--- config.mk ---
export PLATFORM = sky130hd
export DESIGN_NAME = pc_exception_unit
export DESIGN_NICKNAME = d
export VERILOG_FILES = /design/src/rtl/cpu_defs.sv /design/src/rtl/next_pc_mux.sv /design/src/rtl/pc_exception_unit.sv
export SDC_FILE = /design/constraint.sdc
export NUM_CORES = 1
export LEC_CHECK = 0
export BUFFER_PORTS_ARGS = -buffer_cell sky130_fd_sc_hd__buf_2
export CAP_MARGIN = 20
export CORE_MARGIN = 5
export CORE_UTILIZATION = 52
export DETAILED_ROUTE_END_ITERATION = 16
export PLACE_DENSITY = 0.86
export REMOVE_ABC_BUFFERS = 1
export SLEW_MARGIN = 20
export SYNTH_ARGS = -nofsm -noshare
export SYNTH_HDL_FRONTEND = slang
export SYNTH_HIERARCHICAL = 1
export SYNTH_SLANG_ARGS = --single-unit
--- constraint.sdc ---
create_clock -name clk -period 4.3 [get_ports clk]
set_input_delay 0.215 -clock clk [delete_from_list [all_inputs] [get_ports clk]]
set_output_delay 0.215 -clock clk [all_outputs]
set_load 0.05 [all_outputs]
--- src/rtl/cpu_defs.sv ---
// Shared CPU encodings for next-PC / error-PC selection and default trap vectors.
package cpu_defs;
  typedef enum logic [1:0] {
    PCSRC_SEQ = 2'b00,
    PCSRC_BR  = 2'b01,
    PCSRC_J   = 2'b10,
    PCSRC_JR  = 2'b11
  } pcsrc_e;

  typedef enum logic [1:0] {
    PCERR_NONE  = 2'b00,
    PCERR_ENTER = 2'b01,
    PCERR_RET   = 2'b10,
    PCERR_RSVD  = 2'b11
  } pcerr_e;

  localparam logic [31:0] DEF_RESET_PC      = 32'h0000_0000;
  localparam logic [31:0] DEF_ERR_VECTOR    = 32'h8000_0004;
  localparam logic [31:0] DEF_DFAULT_VECTOR = 32'h8000_0008;
endpackage

--- src/rtl/next_pc_mux.sv ---
// Combinational next-PC target select; reports whether the raw target was misaligned.
module next_pc_mux
  import cpu_defs::*;
#(
  parameter logic [31:0] ERR_VECTOR    = DEF_ERR_VECTOR,
  parameter logic [31:0] DFAULT_VECTOR = DEF_DFAULT_VECTOR
) (
  input  logic [31:0] pc,
  input  logic [31:0] epc,
  input  logic        in_handler,
  input  logic [1:0]  pc_source,
  input  logic [1:0]  pc_err_source,
  input  logic [31:0] alu_result,
  input  logic [31:0] alu_out,
  input  logic [25:0] instr_index,
  input  logic [31:0] reg_a,
  output logic [31:0] target,
  output logic        misalign,
  output logic        valid
);
  logic [31:0] raw;

  always_comb begin
    raw   = alu_result;
    valid = 1'b1;
    case (pc_err_source)
      PCERR_NONE: begin
        case (pc_source)
          PCSRC_SEQ: raw = alu_result;
          PCSRC_BR:  raw = alu_out;
          PCSRC_J:   raw = {pc[31:28], instr_index, 2'b00};
          default:   raw = reg_a;
        endcase
      end
      PCERR_ENTER: raw = in_handler ? DFAULT_VECTOR : ERR_VECTOR;
      PCERR_RET:   raw = epc;
      default: begin
        raw   = pc;
        valid = 1'b0;
      end
    endcase
  end

  assign target   = {raw[31:2], 2'b00};
  assign misalign = valid & (raw[1:0] != 2'b00);
endmodule

--- src/rtl/pc_exception_unit.sv ---
// Program counter plus error-return state (EPC, ErrTarget, handler and sticky fault flags).
module pc_exception_unit
  import cpu_defs::*;
#(
  parameter logic [31:0] RESET_PC      = DEF_RESET_PC,
  parameter logic [31:0] ERR_VECTOR    = DEF_ERR_VECTOR,
  parameter logic [31:0] DFAULT_VECTOR = DEF_DFAULT_VECTOR
) (
  input  logic        clk,
  input  logic        reset,
  input  logic        PCWrite,
  input  logic        PCWriteCond,
  input  logic        Zero,
  input  logic [1:0]  PCSource,
  input  logic [1:0]  PCErrSource,
  input  logic        EPCWrite,
  input  logic        ErrTargetWrite,
  input  logic        Overflow,
  input  logic        TrapEn,
  input  logic [31:0] ALUResult,
  input  logic [31:0] ALUOut,
  input  logic [25:0] InstrIndex,
  input  logic [31:0] RegA,
  output logic [31:0] PC,
  output logic [31:0] EPC,
  output logic [31:0] ErrTarget,
  output logic        Err,
  output logic        InHandler,
  output logic        DoubleFault,
  output logic        Misaligned
);
  logic [31:0] pc_q, epc_q, err_target_q, target;
  logic        in_handler_q, double_fault_q, misaligned_q;
  logic        misalign, tgt_valid, pc_en, do_write, err_ret, dfault, enter;

  next_pc_mux #(
    .ERR_VECTOR   (ERR_VECTOR),
    .DFAULT_VECTOR(DFAULT_VECTOR)
  ) u_mux (
    .pc           (pc_q),
    .epc          (epc_q),
    .in_handler   (in_handler_q),
    .pc_source    (PCSource),
    .pc_err_source(PCErrSource),
    .alu_result   (ALUResult),
    .alu_out      (ALUOut),
    .instr_index  (InstrIndex),
    .reg_a        (RegA),
    .target       (target),
    .misalign     (misalign),
    .valid        (tgt_valid)
  );

  assign pc_en    = PCWrite | (PCWriteCond & Zero);
  assign do_write = pc_en & tgt_valid;
  assign err_ret  = pc_en & (PCErrSource == PCERR_RET);
  assign dfault   = pc_en & (PCErrSource == PCERR_ENTER) & in_handler_q;
  // An error return in the same cycle suppresses error entry.
  assign enter    = EPCWrite & ~in_handler_q & ~err_ret;

  always_ff @(posedge clk) begin
    if (reset) begin
      pc_q           <= RESET_PC;
      epc_q          <= '0;
      err_target_q   <= '0;
      in_handler_q   <= 1'b0;
      double_fault_q <= 1'b0;
      misaligned_q   <= 1'b0;
    end else begin
      if (do_write) pc_q <= target;
      if (do_write & misalign) misaligned_q <= 1'b1;
      if (dfault) double_fault_q <= 1'b1;
      if (enter) epc_q <= pc_q;
      if (ErrTargetWrite & ~in_handler_q) err_target_q <= pc_q - 32'd4;
      if (err_ret) in_handler_q <= 1'b0;
      else if (enter) in_handler_q <= 1'b1;
    end
  end

  assign PC          = pc_q;
  assign EPC         = epc_q;
  assign ErrTarget   = err_target_q;
  assign Err         = Overflow & TrapEn;
  assign InHandler   = in_handler_q;
  assign DoubleFault = double_fault_q;
  assign Misaligned  = misaligned_q;
endmodule
==> results_tabular.tex, run 1 <==
\begin{tabular}{lr}
\hline
Metric & Value \\
\hline
\multicolumn{2}{l}{\textbf{Worst setup path}} \\
CP Capture Point & ErrTarget[22]\$\_SDFFE\_PP0P\_ \\
Setup slack, reg-to-reg & 1.48 ns \\
Critical path start-end classification & reg2reg \\
Critical Path AT & 3.09 ns \\
CP Launch Point & PC[2]\$\_SDFFE\_PP0P\_ \\
Required @ worst endpoint & around 4.6 ns \\
Category of the worst setup path capture point & flop \\
R2R Path Start & PC[2]\$\_SDFFE\_PP0P\_ \\
R2R depth & 6 \\
Max FO, Critical Path & 14 \\
Startpoint types & flop \\
Reg2reg end & ErrTarget[22]\$\_SDFFE\_PP0P\_ \\
\multicolumn{2}{l}{\textbf{Floorplan}} \\
Die extent in y & 112 um \\
Effective utilization at floorplan & 0.529 \\
Die ar. & 12600 um2 \\
Die width & around 110 um \\
Floorplan Core Area & around 10000 um2 \\
\# rows & 37 \\
Count of pins on the block boundary & 235 \\
\multicolumn{2}{l}{\textbf{Run}} \\
Max-cap viol count & 0 \\
\multicolumn{2}{l}{\textbf{Pwr}} \\
Power share of the combinational group & 0.285 \\
Sequential power share & 0.418 \\
Switching part of the total power & 0.332 \\
NetSw & 0.000802 W \\
Static leakage & 3.08 nW \\
Total power per unit cell area & 352 nW/um2 \\
Portion of total power attributed to the clock network & 0.296 \\
Overall power consumption & 0.00242 W \\
Internal Dissipation & 0.00162 W \\
Worst IR Drop VDD & 0.168 mV \\
\multicolumn{2}{l}{\textbf{STA}} \\
Total setup violations reported at the end of the flow & 0 \\
Measured slew at the worst slew-check pin & 1.05 ns \\
Min Hold Slack & 0.174 ns \\
RSZ-0062 raised after global routing & no \\
Slew margin rel. & 0.299 \\
Number of pins with negative max-slew slack in the final report & 0 \\
Time the worst path needs with I/O delays and setup & 2.82 ns \\
Highest attainable clock frequency & 0.354 GHz \\
Final hold violation count & 0 \\
Setup\_tns & 0 ns \\
Layout Skew & 0.0148 ns \\
Period Utilization, post-route & 0.656 \\
\multicolumn{2}{l}{\textbf{Worst hold path}} \\
Worst Hold Class & in2reg \\
\multicolumn{2}{l}{\textbf{CTS}} \\
Clock latency on the worst-skew pair & 0.35 ns \\
Number of buffers added by the clock tree synthesis step & 9 \\
Number of clock sinks seen by CTS & 99 \\
Number of gates resized after cts & 0 \\
Root buffer cell & sky130\_fd\_sc\_hd\_\_clkbuf\_8 \\
Clock transition at path regs & 0.10 ns \\
Bufs on Longest Clock Path & 2 \\
Number of hold buffers added after CTS & 0 \\
TritonCTS clock tree & built \\
Number of buffers inserted to repair setup after CTS & 0 \\
Depth of the CTS H-tree & 3 \\
\multicolumn{2}{l}{\textbf{Routing}} \\
Iteration-0 DRC Markers & $\sim$430 \\
Final routed DRC violation total & 0 \\
Router iterations before antenna repair & 7 \\
Vias & 5532 \\
ANT nets after route & 0 \\
Via-to-Cell Ratio & 5.83 \\
Routed wire length & 17100 um \\
Average detailed-routed wire length per instance & 18.0 um \\
\multicolumn{2}{l}{\textbf{Placed design}} \\
HPWL after DPL & 12100 um \\
Number of placed instances with taps included & 931 \\
Final weighted congestion of routability-driven global placement & 0.832 \\
Total cell area at the placement stage & 6610 um2 \\
I/O Buffers & 234 \\
\multicolumn{2}{l}{\textbf{Logic synthesis}} \\
Cells taking the most area after synthesis & sky130\_fd\_sc\_hd\_\_dfxtp\_1 36\%, sky130\_fd\_sc\_hd\_\_mux4\_2 13\%, sky130\_fd\_sc\_hd\_\_nand2\_1 9.2\% \\
Count of flip-flops with a built-in enable after synthesis & 0 \\
Simple-gate portion of the synthesized area & 0.192 \\
Share of flip-flops with an asynchronous set or reset after synthesis & 0 \\
Post-synthesis compound-gate area fraction & 0.176 \\
Cell count after synthesis & 609 \\
Top flip-flop cell by instance count after synthesis & sky130\_fd\_sc\_hd\_\_dfxtp\_1 \\
Area share of xor/xnor cells in the synthesized design & 0.0193 \\
Main combinational cell family by area after synthesis & multiplexers \\
Largest area contributor in the synthesized netlist & sky130\_fd\_sc\_hd\_\_dfxtp\_1 \\
Fraction of post-synthesis cell area in the top cell type by area & 0.364 \\
Cell area after technology mapping & 5440 um2 \\
Multiplexer share of the synthesized area & 0.194 \\
YS warnings & 6 \\
Library cell with the highest instance count after synthesis & sky130\_fd\_sc\_hd\_\_nand2\_1 \\
Most common library cells after synthesis & 133 x sky130\_fd\_sc\_hd\_\_nand2\_1, 99 x sky130\_fd\_sc\_hd\_\_dfxtp\_1, 68 x sky130\_fd\_sc\_hd\_\_a21oi\_1 \\
Count of unique library cells instantiated by Yosys & 48 \\
Post-synthesis share of cell area spent on full adders, half adders and majority gates & 0.00230 \\
Part of the Yosys area used for sequential elements & 0.364 \\
Avg Synthesized Cell Area & 8.93 um2 \\
Flip-flop and latch count after synthesis & slightly below 100 \\
\multicolumn{2}{l}{\textbf{Finish}} \\
Share of cells above drive strength 1 & 0.409 \\
Layout Area Growth over Synthesis & 26.2\% \\
Fill cell total of the finished layout & $\sim$860 \\
Total area of multi-input combinational cells & 3210 um2 \\
Register area & a little under 2000 um2 \\
Total Nets Final & 942 \\
Fin cells & 949 \\
Post-route cell area & 6860 um2 \\
\multicolumn{2}{l}{\textbf{Global routing}} \\
Antenna violations before repair & 2 \\
Overall Global Routing Usage & 0.260 \\
Largest net degree at the start of global routing & 100 \\
First-pass GRT wire length & around 27000 um \\
Total global routing overflow & 0 \\
Number of global-route vias before repair & 5499 \\
\multicolumn{2}{l}{\textbf{Outcome}} \\
Outcome & completed \\
\hline
\end{tabular}
## sequential cells by signal (all words and copies together), names as in the netlist
| register | count |
|---|---|
| Misaligned | 1 |
| EPC | 32 |
| InHandler | 1 |
| ErrTarget | 32 |
| PC | 32 |
| DoubleFault | 1 |
## how the worst min path moves through the flow
stage / from / end / slack, ns / depth (start not counted)
final: EPCWrite / InHandler$_SDFFE_PP0P_ / 0.17 / 3
after global routing: EPCWrite / InHandler$_SDFFE_PP0P_ / 0.18 / 3
after CTS: EPCWrite / InHandler$_SDFFE_PP0P_ / 0.16 / 3
after detailed placement: EPC[30]$_SDFFE_PP0P_ / EPC[30]$_SDFFE_PP0P_ / 0.46 / 2
after global placement: EPC[25]$_SDFFE_PP0P_ / EPC[25]$_SDFFE_PP0P_ / 0.45 / 2
after floorplan: reset / EPC[0]$_SDFFE_PP0P_ / 0.28 / 1
## worst max-delay path: stages, from the launching register on
cell                       delay (ns)
sky130_fd_sc_hd__dfxtp_1         0.42
sky130_fd_sc_hd__inv_1           0.10
sky130_fd_sc_hd__ha_1            0.18
sky130_fd_sc_hd__nor3b_2         0.46
sky130_fd_sc_hd__nand4_1         0.56
sky130_fd_sc_hd__or4_2           0.77
sky130_fd_sc_hd__a311oi_1        0.26
## metrics by stage
stage | worst slack [ns] | util
after global routing | 1.29 | 0.668
after floorplan | 1.12 | -
after CTS | 1.48 | 0.667
final | 1.48 | 0.668
after detailed placement | 1.50 | 0.644
after global placement | 1.66 | 0.644
## power by group through the flow
stage	registers [W]	clock network, W	logic (W)
finish	0.00101	0.000716	0.000690
global route	0.00102	0.000760	0.000739
CTS	0.00101	0.000725	0.000689
detailed placement	0.00103	0	0.000688
global placement	0.00103	0	0.000669
floorplan	0.00119	0	0.000282
## cells in the final DEF, fill, tap and decap left out, types with 3 or more instances in the layout
master	n
sky130_fd_sc_hd__dfxtp_1	99
sky130_fd_sc_hd__nand4_1	3
sky130_fd_sc_hd__inv_1	6
sky130_fd_sc_hd__mux2_2	27
sky130_fd_sc_hd__mux4_2	32
sky130_fd_sc_hd__xor2_1	8
sky130_fd_sc_hd__o21ai_0	5
sky130_fd_sc_hd__a22o_1	27
sky130_fd_sc_hd__nand2_1	133
sky130_fd_sc_hd__buf_2	233
sky130_fd_sc_hd__a21oi_1	68
sky130_fd_sc_hd__a211oi_1	14
sky130_fd_sc_hd__a311oi_1	15
sky130_fd_sc_hd__o31ai_1	10
sky130_fd_sc_hd__bufinv_16	3
sky130_fd_sc_hd__nor2_1	44
sky130_fd_sc_hd__xnor2_1	4
sky130_fd_sc_hd__or3_2	3
sky130_fd_sc_hd__mux2i_1	3
sky130_fd_sc_hd__or4_4	3
sky130_fd_sc_hd__buf_4	8
sky130_fd_sc_hd__or3_1	5
sky130_fd_sc_hd__or4_1	10
sky130_fd_sc_hd__nor3_1	5
sky130_fd_sc_hd__clkbuf_8	10
## routing by layer
metal / vias up / global-route usage / part of all wire
li1: 2609 / - / -
met1: 2573 / 0.324 / 0.39
met2: 307 / 0.434 / 0.49
met3: 43 / 0.0480 / 0.090
met4: 0 / 0.128 / 0.036
met5: - / 0 / 0
## cells by family after synthesis
logic type,count (synthesis)
compound gates,144
xor+xnor,12
fa+ha+maj,1
buf+inv,62
flops,99
mux,62
other cells,1
simple gates,228
## area by class of cell
class	instances	share of cell area
diodes	2	0.000729
well taps	136	0.0248
multi-input cells	449	0.468
clock inverters	4	0.0142
flip-flops and latches	99	0.289
inverters	6	0.00328
clock buffers	12	0.0212
repair buffers	241	0.179
(Power assumes the default switching activity.)
==> run 2, diff against run 1 <==
--- a/config.mk
+++ b/config.mk
@@ -5,12 +5,13 @@
 export SDC_FILE = /design/constraint.sdc
 export NUM_CORES = 1
 export LEC_CHECK = 0
+export ABC_AREA = 1
 export BUFFER_PORTS_ARGS = -buffer_cell sky130_fd_sc_hd__buf_2
 export CAP_MARGIN = 20
 export CORE_MARGIN = 5
-export CORE_UTILIZATION = 52
+export CORE_UTILIZATION = 45
 export DETAILED_ROUTE_END_ITERATION = 16
-export PLACE_DENSITY = 0.86
+export PLACE_DENSITY = 0.78
 export REMOVE_ABC_BUFFERS = 1
 export SLEW_MARGIN = 20
 export SYNTH_ARGS = -nofsm -noshare
==> constraint.sdc (replaced) <==
create_clock -name clk -period 2.54 [get_ports clk]
set_input_delay 0.127 -clock clk [delete_from_list [all_inputs] [get_ports clk]]
set_output_delay 0.127 -clock clk [all_outputs]
set_load 0.05 [all_outputs]
==> run 2 against run 1 <==
Maximum frequency up 64%. Final area increased by 10%. Critical path type unchanged. Highest routed layer unchanged. Synthesized cell count grew 66%. Utilization shrank 9.1 points.
==> results_tabular.tex, run 2 <==
\begin{tabular}{lr}
\hline
Metric & Value \\
\hline
\multicolumn{2}{l}{\textbf{Pwr}} \\
Overall power consumption & just under 0.005 W \\
Worst IR Drop VDD & between 0.3 and 0.4 mV \\
Total power per unit cell area & 638 nW/um2 \\
Static leakage & 4.00 nW \\
\multicolumn{2}{l}{\textbf{Global routing}} \\
Total global routing overflow & 0 \\
Overall Global Routing Usage & 0.273 \\
Largest net degree at the start of global routing & 48 \\
First-pass GRT wire length & 35000 um \\
Number of global-route vias before repair & 6656 \\
Antenna violations before repair & 0 \\
\multicolumn{2}{l}{\textbf{Worst setup path}} \\
Critical Path AT & 1.96 ns \\
Required @ worst endpoint & 2.77 ns \\
Slowest-stage cell, CP & sky130\_fd\_sc\_hd\_\_buf\_4 \\
Category of the worst setup path capture point & flop \\
Setup slack, reg-to-reg & a little over 0.8 ns \\
Critical path, cell by cell & inv\_1 -> nand3\_2 -> buf\_4 -> o21ai\_0 -> a21oi\_1 \\
Critical path start-end classification & reg2reg \\
Worst path buffer plus inverter count & 2 \\
Max FO, Critical Path & 42 \\
Kind of cell adding the most delay to the critical path & buffers and inverters \\
Startpoint types & flop \\
Biggest cell delay along the critical path & 0.43 ns \\
\multicolumn{2}{l}{\textbf{Placed design}} \\
I/O Buffers & between 200 and 250 \\
Final weighted congestion of routability-driven global placement & 0.944 \\
Pre-CTS WS & 0.690 ns \\
Number of placed instances with taps included & 1381 \\
HPWL after DPL & between 15000 and 20000 um \\
\multicolumn{2}{l}{\textbf{Logic synthesis}} \\
Cell area after technology mapping & 6000 um2 \\
Fraction of post-synthesis cell area in the top cell type by area & 0.331 \\
Count of unique library cells instantiated by Yosys & 30 \\
Part of the Yosys area used for sequential elements & 0.331 \\
Count of flip-flops with a built-in enable after synthesis & 0 \\
Flip-flop and latch count after synthesis & 99 \\
Top flip-flop cell by instance count after synthesis & sky130\_fd\_sc\_hd\_\_dfxtp\_1 \\
Most common library cells after synthesis & 247 x sky130\_fd\_sc\_hd\_\_nand2\_1, 182 x sky130\_fd\_sc\_hd\_\_nor2\_1, 115 x sky130\_fd\_sc\_hd\_\_inv\_1 \\
Largest area contributor in the synthesized netlist & sky130\_fd\_sc\_hd\_\_dfxtp\_1 \\
Avg Synthesized Cell Area & 5.94 um2 \\
Cells taking the most area after synthesis & sky130\_fd\_sc\_hd\_\_dfxtp\_1 33\%, sky130\_fd\_sc\_hd\_\_nand2\_1 15\%, sky130\_fd\_sc\_hd\_\_nor2\_1 11\% \\
Library cell with the highest instance count after synthesis & sky130\_fd\_sc\_hd\_\_nand2\_1 \\
Cell count after synthesis & around 1000 \\
YS warnings & 6 \\
Share of flip-flops with an asynchronous set or reset after synthesis & 0 \\
\multicolumn{2}{l}{\textbf{Floorplan}} \\
Floorplan Core Area & around 13000 um2 \\
\# rows & 42 \\
Count of pins on the block boundary & 235 \\
Die ar. & 15700 um2 \\
Die width & around 130 um \\
Die extent in y & 125 um \\
Effective utilization at floorplan & 0.456 \\
\multicolumn{2}{l}{\textbf{CTS}} \\
TritonCTS clock tree & built \\
Number of hold buffers added after CTS & 0 \\
Clock latency on the worst-skew pair & 0.35 ns \\
Root buffer cell & sky130\_fd\_sc\_hd\_\_clkbuf\_16 \\
Number of buffers added by the clock tree synthesis step & 9 \\
Clock transition at path regs & 0.07 ns \\
Depth of the CTS H-tree & 3 \\
Number of buffers inserted to repair setup after CTS & 0 \\
Bufs on Longest Clock Path & 2 \\
Number of gates resized after cts & 0 \\
Number of clock sinks seen by CTS & 99 \\
\multicolumn{2}{l}{\textbf{STA}} \\
Period Utilization, post-route & 0.678 \\
Number of pins with negative max-slew slack in the final report & 0 \\
Highest attainable clock frequency & 0.581 GHz \\
Least setup slack across all paths after layout & 0.819 ns \\
Measured slew at the worst slew-check pin & 0.630 ns \\
Slew margin rel. & 0.579 \\
Setup\_tns & 0 ns \\
Min Hold Slack & 0.0209 ns \\
Layout Skew & 0.00904 ns \\
Total setup violations reported at the end of the flow & 0 \\
RSZ-0062 raised after global routing & no \\
Final hold violation count & 0 \\
Time the worst path needs with I/O delays and setup & $\sim$1.7 ns \\
\multicolumn{2}{l}{\textbf{Routing}} \\
ANT nets after route & 0 \\
Routed wire length & between 20000 and 25000 um \\
Vias & around 7200 \\
Iteration-0 DRC Markers & 674 \\
Router iterations before antenna repair & 6 \\
Final routed DRC violation total & 0 \\
Via-to-Cell Ratio & 5.16 \\
Average detailed-routed wire length per instance & 15.6 um \\
\multicolumn{2}{l}{\textbf{Finish}} \\
Share of cells above drive strength 1 & 0.239 \\
Total Nets Final & between 1000 and 1500 \\
Most frequent cells in the layout & 246 x sky130\_fd\_sc\_hd\_\_nand2\_1, 234 x sky130\_fd\_sc\_hd\_\_buf\_2, 181 x sky130\_fd\_sc\_hd\_\_nor2\_1, 114 x sky130\_fd\_sc\_hd\_\_inv\_1, 108 x sky130\_fd\_sc\_hd\_\_o21ai\_0 \\
Most frequent standard cell in the layout excluding fill and tap cells & sky130\_fd\_sc\_hd\_\_nand2\_1 \\
Layout Area Growth over Synthesis & 26.4\% \\
Fill cell total of the finished layout & 1346 \\
Fin cells & 1397 \\
Total inserted antenna cells & 0 \\
\multicolumn{2}{l}{\textbf{Worst hold path}} \\
Worst Hold Class & in2reg \\
\multicolumn{2}{l}{\textbf{Run}} \\
Max-cap viol count & 0 \\
\multicolumn{2}{l}{\textbf{Outcome}} \\
Outcome & completed \\
\hline
\end{tabular}
## run 2: cell count changes in the layout (fill, tap and decap cells not counted), moves of 32 or more
cell                      before  now
sky130_fd_sc_hd__mux4_2       32    0
sky130_fd_sc_hd__nand2_1     133  246
sky130_fd_sc_hd__nor2_1       44  181
sky130_fd_sc_hd__inv_1         6  114
sky130_fd_sc_hd__o21ai_0       5  108
sky130_fd_sc_hd__nand3_1       2   79
## run 2: logic make-up after synthesis
family	Yosys count	share of synthesized area
xor gates and xnor gates	9	0.0131
DFF	99	0.331
AOI/OAI and AO/OA	186	0.158
other	1	0.000625
and+or+nand+nor	545	0.383
adders and majority gates	1	0.00209
buffers and inverters	169	0.113
## run 2: routing by layer
metal | GRT usage | share of wire | vias up
met5 | 0 | 0 | -
met4 | 0.114 | 0.036 | 0
met3 | 0.0593 | 0.099 | 51
met2 | 0.435 | 0.45 | 389
met1 | 0.360 | 0.42 | 3184
li1 | - | - | 3585
## run 2: worst reg2reg max path, delay by kind of cell, from the launching register on
| kind | cells | cell delay (ns) |
|---|---|---|
| AO/OA/AOI/OAI | 2 | 0.31 |
| AND/OR/NAND/NOR | 1 | 0.38 |
| buffers and inverters | 2 | 0.55 |
| flip-flops | 1 | 0.36 |
## run 2: area by class of cell
type / instances / area, um2 / area share
clock inverter: 1 / 5.00 / 0.000660
clock buffer: 15 / 288 / 0.0380
sequential: 99 / 1980 / 0.262
multi-input combinational: 743 / 3350 / 0.441
inverter: 117 / 439 / 0.0579
timing repair buffer: 246 / 1300 / 0.171
tap: 176 / 220 / 0.0291
## run 2: path summary, 6_finish.rpt
check | to | cells past startpoint | start
worst max-delay path | EPC[22]$_SDFFE_PP0P_ | 5 | InHandler$_SDFFE_PP0P_
worst min-delay path | InHandler$_SDFFE_PP0P_ | 3 | EPCWrite
worst max register to register | EPC[22]$_SDFFE_PP0P_ | 5 | InHandler$_SDFFE_PP0P_
worst min register to register | DoubleFault$_SDFFE_PP0P_ | 2 | DoubleFault$_SDFFE_PP0P_
## run 2: metrics by stage
| step | utilization | area [um2] |
|---|---|---|
| detailed placement | 0.555 | 7290 |
| floorplan | - | 5760 |
| global route | 0.577 | 7580 |
| CTS | 0.577 | 7580 |
| finish | 0.577 | 7580 |
| global placement | 0.555 | 7290 |
## run 2: power by group
part	switching, W	leakage [nW]	internal [W]	total [W]
logic	0.00115	3.04	0.000442	0.00160
registers	0.000164	0.818	0.00169	0.00185
clock network	0.000609	0.146	0.000773	0.00138
total	0.00193	4.00	0.00291	0.00483
==> run 3, diff against run 2 <==
==> constraint.sdc (replaced) <==
create_clock -name clk -period 1.4 [get_ports clk]
set_input_delay 0.07 -clock clk [delete_from_list [all_inputs] [get_ports clk]]
set_output_delay 0.07 -clock clk [all_outputs]
set_load 0.05 [all_outputs]
==> run 3 against run 2 <==
Clock power increased by 110%. Utilization increased by 6.3 points. Sequential power grew 78%. Via count increased by 2.7%. Hold slack better by 0.020 ns. Flip-flop and latch count did not move. Combinational power grew 120%. Sequential share of layout area down 2.4 points. Non-clock buffer count is 62 higher. Cell count is 4.6% higher. Critical path depth decreased by 3. Total power is 100% higher.
==> results_tabular.tex, run 3 (same netlist as run 2, synthesis figures left out) <==
\begin{tabular}{lr}
\hline
Metric & Value \\
\hline
\multicolumn{2}{l}{\textbf{Worst setup path}} \\
Startpoint types & flop \\
R2R Path Start & PC[3]\$\_SDFFE\_PP0P\_ \\
CP Capture Point & PC[10] \\
CP Launch Point & PC[10]\$\_SDFFE\_PP0P\_ \\
Reg2reg end & ErrTarget[18]\$\_SDFFE\_PP0P\_ \\
Max FO, Critical Path & 4 \\
Critical path start-end classification & reg2out \\
Critical Path AT & 1.32 ns \\
R2R depth & 9 \\
Category of the worst setup path capture point & output port \\
Setup slack, reg-to-reg & 0.02 ns \\
Required @ worst endpoint & between 1 and 1.5 ns \\
\multicolumn{2}{l}{\textbf{CTS}} \\
Clock transition at path regs & roughly 0.070 ns \\
Clock latency on the worst-skew pair & 0.35 ns \\
Root buffer cell & sky130\_fd\_sc\_hd\_\_clkbuf\_16 \\
Depth of the CTS H-tree & 3 \\
Number of buffers added by the clock tree synthesis step & 9 \\
Bufs on Longest Clock Path & 2 \\
TritonCTS clock tree & built \\
Number of clock sinks seen by CTS & 99 \\
\multicolumn{2}{l}{\textbf{Finish}} \\
Most frequent standard cell in the layout excluding fill and tap cells & sky130\_fd\_sc\_hd\_\_nand2\_1 \\
Total area of multi-input combinational cells & around 3500 um2 \\
End-of-flow core utilization & 0.639 \\
Fill cell total of the finished layout & about 1200 \\
Most frequent cells in the layout & 244 x sky130\_fd\_sc\_hd\_\_nand2\_1, 233 x sky130\_fd\_sc\_hd\_\_buf\_2, 160 x sky130\_fd\_sc\_hd\_\_nor2\_1, 112 x sky130\_fd\_sc\_hd\_\_inv\_1, 108 x sky130\_fd\_sc\_hd\_\_o21ai\_0 \\
Layout Area Growth over Synthesis & 40.1\% \\
Fin cells & 1461 \\
Share of cells above drive strength 1 & 0.310 \\
Register area & approximately 2000 um2 \\
Post-route cell area & 8400 um2 \\
Total Nets Final & around 1400 \\
Total inserted antenna cells & 0 \\
\multicolumn{2}{l}{\textbf{Global routing}} \\
Number of global-route vias before repair & between 6000 and 7000 \\
Antenna violations before repair & 0 \\
Overall Global Routing Usage & 0.270 \\
First-pass GRT wire length & 34500 um \\
Largest net degree at the start of global routing & 72 \\
Total global routing overflow & 0 \\
\multicolumn{2}{l}{\textbf{STA}} \\
RSZ-0062 raised after global routing & yes \\
Least setup slack across all paths after layout & 0.0125 ns \\
Period Utilization, post-route & 0.991 \\
Layout Skew & 0.00740 ns \\
Final hold violation count & 0 \\
Number of pins with negative max-slew slack in the final report & 0 \\
Total setup violations reported at the end of the flow & 0 \\
Time the worst path needs with I/O delays and setup & 1.39 ns \\
Highest attainable clock frequency & 0.721 GHz \\
Min Hold Slack & 0.0405 ns \\
\multicolumn{2}{l}{\textbf{Floorplan}} \\
Floorplan Core Area & between 10000 and 15000 um2 \\
Die ar. & about 16000 um2 \\
\# rows & 42 \\
Count of pins on the block boundary & between 200 and 250 \\
Die width & 125 um \\
Effective utilization at floorplan & 0.456 \\
Die extent in y & 125 um \\
\multicolumn{2}{l}{\textbf{Outcome}} \\
Outcome & completed \\
\multicolumn{2}{l}{\textbf{Run}} \\
Max-cap viol count & 0 \\
\multicolumn{2}{l}{\textbf{Placed design}} \\
Number of placed instances with taps included & 1438 \\
Total cell area at the placement stage & 7800 um2 \\
I/O Buffers & 234 \\
Final weighted congestion of routability-driven global placement & 0.913 \\
Pre-CTS WS & -0.0690 ns \\
HPWL after DPL & 16800 um \\
\multicolumn{2}{l}{\textbf{Routing}} \\
Final routed DRC violation total & 0 \\
Average detailed-routed wire length per instance & 15.4 um \\
Iteration-0 DRC Markers & 600 \\
Via-to-Cell Ratio & 5.07 \\
ANT nets after route & 0 \\
Vias & around 7400 \\
Routed wire length & 22400 um \\
Router iterations before antenna repair & 5 \\
\multicolumn{2}{l}{\textbf{Pwr}} \\
Static leakage & 4.40 nW \\
Total power per unit cell area & 1150 nW/um2 \\
Worst IR Drop VDD & about 0.56 mV \\
\multicolumn{2}{l}{\textbf{Worst hold path}} \\
Worst Hold Class & in2reg \\
\hline
\end{tabular}
-- run 3: changes by cell type in the layout (fill, tap and decap cells not counted), moves of 7 or more --
cell	change
sky130_fd_sc_hd__buf_12	+7
sky130_fd_sc_hd__nor2_1	-21
sky130_fd_sc_hd__nor2_2	+14
sky130_fd_sc_hd__nor2_4	+9
sky130_fd_sc_hd__buf_4	+52
sky130_fd_sc_hd__dfxtp_2	+9
sky130_fd_sc_hd__dfxtp_1	-9
-- run 3: worst min path at each step --
stage                              start                       end  slack (ns)  depth (start not counted)
after floorplan                    reset  DoubleFault$_SDFFE_PP0P_        0.14                          1
after global placement          EPCWrite    InHandler$_SDFFE_PP0P_        0.32                          3
after detailed placement        EPCWrite    InHandler$_SDFFE_PP0P_        0.33                          3
after CTS                          reset      EPC[28]$_SDFFE_PP0P_        0.03                          4
after global routing      PCErrSource[0]  DoubleFault$_SDFFE_PP0P_        0.07                          3
final                              reset      EPC[28]$_SDFFE_PP0P_        0.04                          4
-- run 3: power breakdown --
group / internal, W / switching, W
registers: 0.00307 / 0.000225
clock network: 0.00180 / 0.00114
logic: 0.00111 / 0.00234
total: 0.00597 / 0.00370
-- run 3: cell type report --
cell class | instances | area share
Inverter | 117 | 0.0526
Timing Repair Buffer | 308 | 0.222
Clock buffer | 10 | 0.0284
Clock inverter | 6 | 0.0134
Multi-Input combinational cell | 745 | 0.420
Tap cell | 176 | 0.0262
Sequential cell | 99 | 0.237
-- run 3: per-layer routing --
layer	track usage	up-vias	wire, um
met2	0.475	320	10800
li1	-	3720	-
met3	0.0554	46	1880
met1	0.331	3315	9200
met5	0	-	0
met4	0.0848	0	548
-- run 3: per-stage QoR --
stage,setup TNS [ns],power (W)
after global routing,-0.400,0.0101
after global placement,-0.181,0.00655
after detailed placement,-0.409,0.00658
after CTS,0,0.00955
final,0,0.00968
after floorplan,-27.78,0.00536
-- run 3: repair_timing --
item | in CTS | in global routing
pin swaps | 6 | 6
buffers inserted | 1 | 3
gates cloned | 2 | 0
hold buffers | 1 | 0
gates resized for setup | 10 | 48
endpoints found under the setup margin | 9 | 21
endpoints found under the hold margin | 1 | 0
-- run 3: critical path: stages (launching register included) --
cell                      delay [ns]
sky130_fd_sc_hd__dfxtp_1        0.49
sky130_fd_sc_hd__buf_4          0.20
sky130_fd_sc_hd__buf_2          0.27
